[src/rtl/shift_pkg.sv]
// rtl/shift_pkg.sv - operation encodings and width helper for the universal shift register
package shift_pkg;

    typedef enum logic [2:0] {
        MODE_HOLD = 3'd0,
        MODE_SHL  = 3'd1,
        MODE_SHR  = 3'd2,
        MODE_ASR  = 3'd3,
        MODE_ROL  = 3'd4,
        MODE_ROR  = 3'd5,
        MODE_LOAD = 3'd6,
        MODE_RSVD = 3'd7
    } shift_mode_t;

    function automatic int cnt_width(input int width);
        return $clog2(width + 1);
    endfunction

    function automatic logic is_shift_mode(input shift_mode_t m);
        return (m == MODE_SHL) || (m == MODE_SHR) || (m == MODE_ASR) ||
               (m == MODE_ROL) || (m == MODE_ROR);
    endfunction

endpackage

[src/rtl/shift_word_counter.sv]
// rtl/shift_word_counter.sv - counts shifts per word and pulses done after the WIDTH-th shift
module shift_word_counter
    import shift_pkg::*;
#(
    parameter int WIDTH = 8,
    localparam int CW = cnt_width(WIDTH)
) (
    input  logic          clk,
    input  logic          reset,
    input  logic          clear,
    input  logic          inc,
    input  logic          restart,
    output logic [CW-1:0] cnt,
    output logic          done
);

    localparam logic [CW-1:0] LAST = CW'(WIDTH - 1);

    always_ff @(posedge clk) begin
        if (reset || clear) begin
            cnt  <= '0;
            done <= 1'b0;
        end else begin
            done <= 1'b0;
            if (restart) begin
                cnt <= '0;
            end else if (inc) begin
                // Wrap on the last shift so the next shift is shift 1 of a new word
                if (cnt == LAST) begin
                    cnt  <= '0;
                    done <= 1'b1;
                end else begin
                    cnt <= cnt + 1'b1;
                end
            end
        end
    end

endmodule

[src/rtl/univ_shift_reg.sv]
// rtl/univ_shift_reg.sv - universal shift/rotate/load register with per-word shift counter
module univ_shift_reg
    import shift_pkg::*;
#(
    parameter int WIDTH = 8,
    localparam int CW = cnt_width(WIDTH)
) (
    input  logic             clk,
    input  logic             reset,
    input  logic             clear,
    input  logic             en,
    input  shift_mode_t      mode,
    input  logic             ser_in_l,
    input  logic             ser_in_r,
    input  logic [WIDTH-1:0] d,
    output logic [WIDTH-1:0] q,
    output logic             ser_out,
    output logic [CW-1:0]    cnt,
    output logic             word_done
);

    logic do_shift;
    logic do_load;

    assign do_shift = en && is_shift_mode(mode);
    assign do_load  = en && (mode == MODE_LOAD);

    always_ff @(posedge clk) begin
        if (reset || clear) begin
            q <= '0;
        end else if (en) begin
            case (mode)
                MODE_SHL:  q <= {q[WIDTH-2:0], ser_in_l};
                MODE_SHR:  q <= {ser_in_r, q[WIDTH-1:1]};
                MODE_ASR:  q <= {q[WIDTH-1], q[WIDTH-1:1]};
                MODE_ROL:  q <= {q[WIDTH-2:0], q[WIDTH-1]};
                MODE_ROR:  q <= {q[0], q[WIDTH-1:1]};
                MODE_LOAD: q <= d;
                default:   q <= q;
            endcase
        end
    end

    // Left-moving modes expose the MSB that is about to leave; all others expose the LSB
    assign ser_out = ((mode == MODE_SHL) || (mode == MODE_ROL)) ? q[WIDTH-1] : q[0];

    shift_word_counter #(.WIDTH(WIDTH)) u_word_counter (
        .clk     (clk),
        .reset   (reset),
        .clear   (clear),
        .inc     (do_shift),
        .restart (do_load),
        .cnt     (cnt),
        .done    (word_done)
    );

endmodule

[config.mk]
export PLATFORM = sky130hd
export DESIGN_NAME = univ_shift_reg
export DESIGN_NICKNAME = d
export VERILOG_FILES = /design/src/rtl/shift_pkg.sv /design/src/rtl/shift_word_counter.sv /design/src/rtl/univ_shift_reg.sv
export SDC_FILE = /design/constraint.sdc
export NUM_CORES = 1
export LEC_CHECK = 0
export BUFFER_PORTS_ARGS = -buffer_cell sky130_fd_sc_hd__buf_2
export CAP_MARGIN = 40
export CORE_MARGIN = 5
export CORE_UTILIZATION = 47
export CTS_CLUSTER_SIZE = 12
export DETAILED_ROUTE_END_ITERATION = 8
export GPL_TIMING_DRIVEN = 0
export PLACE_DENSITY = 0.77
export SETUP_SLACK_MARGIN = 0.15
export SYNTH_ARGS = -nofsm -noshare
export SYNTH_HDL_FRONTEND = slang
export SYNTH_HIERARCHICAL = 1
export SYNTH_SLANG_ARGS = --single-unit
[constraint.sdc]
create_clock -name clk -period 1.53 [get_ports clk]
set_input_delay 0 -clock clk [delete_from_list [all_inputs] [get_ports clk]]
set_output_delay 0 -clock clk [all_outputs]
set_load 0.005 [all_outputs]
==> flow_summary.toml <==
[global_routing]
grt_max_degree = 11
track_usage_pct = 16.9
antenna_found_initial = 0
grt_pass1_vias = 782
grt_pass1_wl_mm = 3.45
globalRouteOverflowTotal = 0

[clocking]
cts_resized = 0
root_buffer = "clkbuf_4"
clockBufferDepth = 2
cts_buffers = 3
cts_tree = "yes"
post_cts_buffers = 0
htree_levels = 1
clock-sinks = 13
clkTransAtPathRegs_ps = 80
ctsHoldBuffers = 0
clkLatencyLatePin_ps = 280

[worst_hold_path]
min_path_cells = 3
hp-start = "clear"
holdPathEnd = "u_word_counter/cnt[3]"
hold_path_class = "in -> reg"

[placed_design]
dp_hpwl_mm = 1.61
portBuffers = 30
place_congestion = 0.847

[routing]
totalWireLength_mm = 2.15
routedWlPerCell_um = 13.5
dr_total_vias = 884
drt-initial-drc-count = 15
drt_first_pass_iters = 4
vias_per_cell = 5.56
drc = 0
antenna_left = 0

[sta]
whs_ps = 27.0
hold_violations = 0
setup-tns-final_ps = 0
rsz0062_at_grt = "false"
tightest_slew_ps = 594
drv_slew = 0
fin_crit_sh_pct = 72.3
setup_viol_count_final = 0
fin_crit_ps = 1110
max_freq_mhz = 904
relSlewSlack_pct = 60.3
clock_skew_ps = 0.999

[floorplan]
die-area_um2 = 2710
ios = 31
core_um2 = 1710
rows = 15
start_util_pct = 48.6
die_y_um = 52.0
fp.dieW_um = 52.0

[setup_path]
r2r-start = "u_word_counter/cnt[0]"
path_class = "reg -> reg"
path_max_fanout = 5
worstPathArrival_ps = 1330
crit_path_end_kind = "flop"
start_kind = "flop"
r2r_slack_ps = 420
required_ps = 1750
rr_endpoint = "u_word_counter/cnt[3]"
ff2ff_path_depth = 3

[final_layout]
multi_input_comb_area_um2 = 543
drive_gt1_share_pct = 33.6
area_growth_pct = 25.0
fill_cells = 155
layout_commonest_cell = "buf_2"
seqCellArea_um2 = 260
mostFrequentLayoutCells = "buf_2, dfxtp_1, nor2_1"
nets = 153
antenna_cells = 0

[logic_synthesis]
synthesis.area_um2 = 831
ys_seq_elements = 13
syn-mean-instance-area_um2 = 8.31
yosysUniqueCellTypes = 35
synth_edf_count = 0
postSynthCellCount = 100
yosysSeqAreaShare_pct = 31.3
ys_warn_count = 6
syn-num-nets = 118
yosys_most_used_dff = "dfxtp_1"
ys_async_sr_fraction_pct = 0

[pwr]
ir_drop_mv = 0.614
power.leakage_uw = 0.000472
powerDensity_nw_per_um2 = 710

[job]
drv_cap = 0

[outcome]
status = "completed"
## per-layer routing
| layer | part of all wire [%] | vias to the layer above | GRT usage (%) |
|---|---|---|---|
| met4 | 0.84 | 0 | 3.93 |
| met5 | 0 | - | 0 |
| li1 | - | 447 | - |
| met3 | 8.6 | 4 | 6.30 |
| met1 | 42 | 401 | 19.7 |
| met2 | 48 | 32 | 29.1 |
## synthesized netlist by cell type, types with 2 or more instances
cell | number | area share, %
dfxtp_1 | 13 | 31
nor2_1 | 12 | 5.4
nand2_1 | 11 | 5.0
o22ai_1 | 6 | 4.5
a21oi_1 | 5 | 3.0
and3b_1 | 5 | 5.3
o21bai_1 | 5 | 4.5
o221ai_1 | 5 | 5.3
buf_2 | 4 | 2.4
o21ai_0 | 3 | 1.8
and3_1 | 2 | 1.5
inv_1 | 2 | 0.90
mux2_2 | 2 | 2.7
mux2i_1 | 2 | 2.4
nand3b_1 | 2 | 1.8
xnor2_1 | 2 | 2.1
## flip-flops by register name (all words and copies together), names as in the netlist
| register | cells |
|---|---|
| q | 8 |
| u_word_counter/cnt | 4 |
| u_word_counter/done | 1 |
## report_power, final
part           internal (uW)  switching, uW
Combinational           75.5           83.6
Sequential               346           10.1
Clock                    101            120
Total                    523            214
## cell families (layout without fill, tap and decap cells)
group           count (synthesis)  after routing  synth area share (%)
flops                          13             13                  31.3
mux                             5              5                  6.48
buf+inv                         6             40                  3.31
fa+ha+maj                       1              1                  1.51
compound gates                 30             30                  26.7
xor+xnor                        3              3                  3.16
simple gates                   42             42                  27.6
## worst max-delay path, stage by stage (launching register included)
cell and delay [ps]:
dfxtp_1 350, ha_1 240, or3_1 350, a21oi_1 120
## stage by stage
stage               power, uW  util, %  area [um2]  worst slack [ps]  instances
floorplan                 466        -         831               461        100
global placement          519     59.3        1010               194        155
detailed placement        523     59.3        1010               159        155
CTS                       745     60.8        1040               420        159
global route              782     60.8        1040               340        159
finish                    737     60.8        1040               424        159
## layout make-up
class	instances	share of cell area [%]
Multi-Input combinational cell	81	52.3
Sequential cell	13	25.1
Timing Repair Buffer	30	14.5
Inverter	2	0.723
Tap cell	25	3.01
Buffer	4	1.93
Clock buffer	4	2.53
## how the worst max path moves through the flow
stage / start / endpoint / slack (ps)
global placement: mode[2] / u_word_counter/cnt[3] / 190
finish: u_word_counter/cnt[0] / u_word_counter/cnt[3] / 420
floorplan: mode[1] / u_word_counter/done / 460
CTS: u_word_counter/cnt[0] / u_word_counter/cnt[3] / 420
global route: u_word_counter/cnt[0] / u_word_counter/cnt[3] / 340
detailed placement: mode[1] / u_word_counter/done / 160
Power figures use the tool's default switching activity.
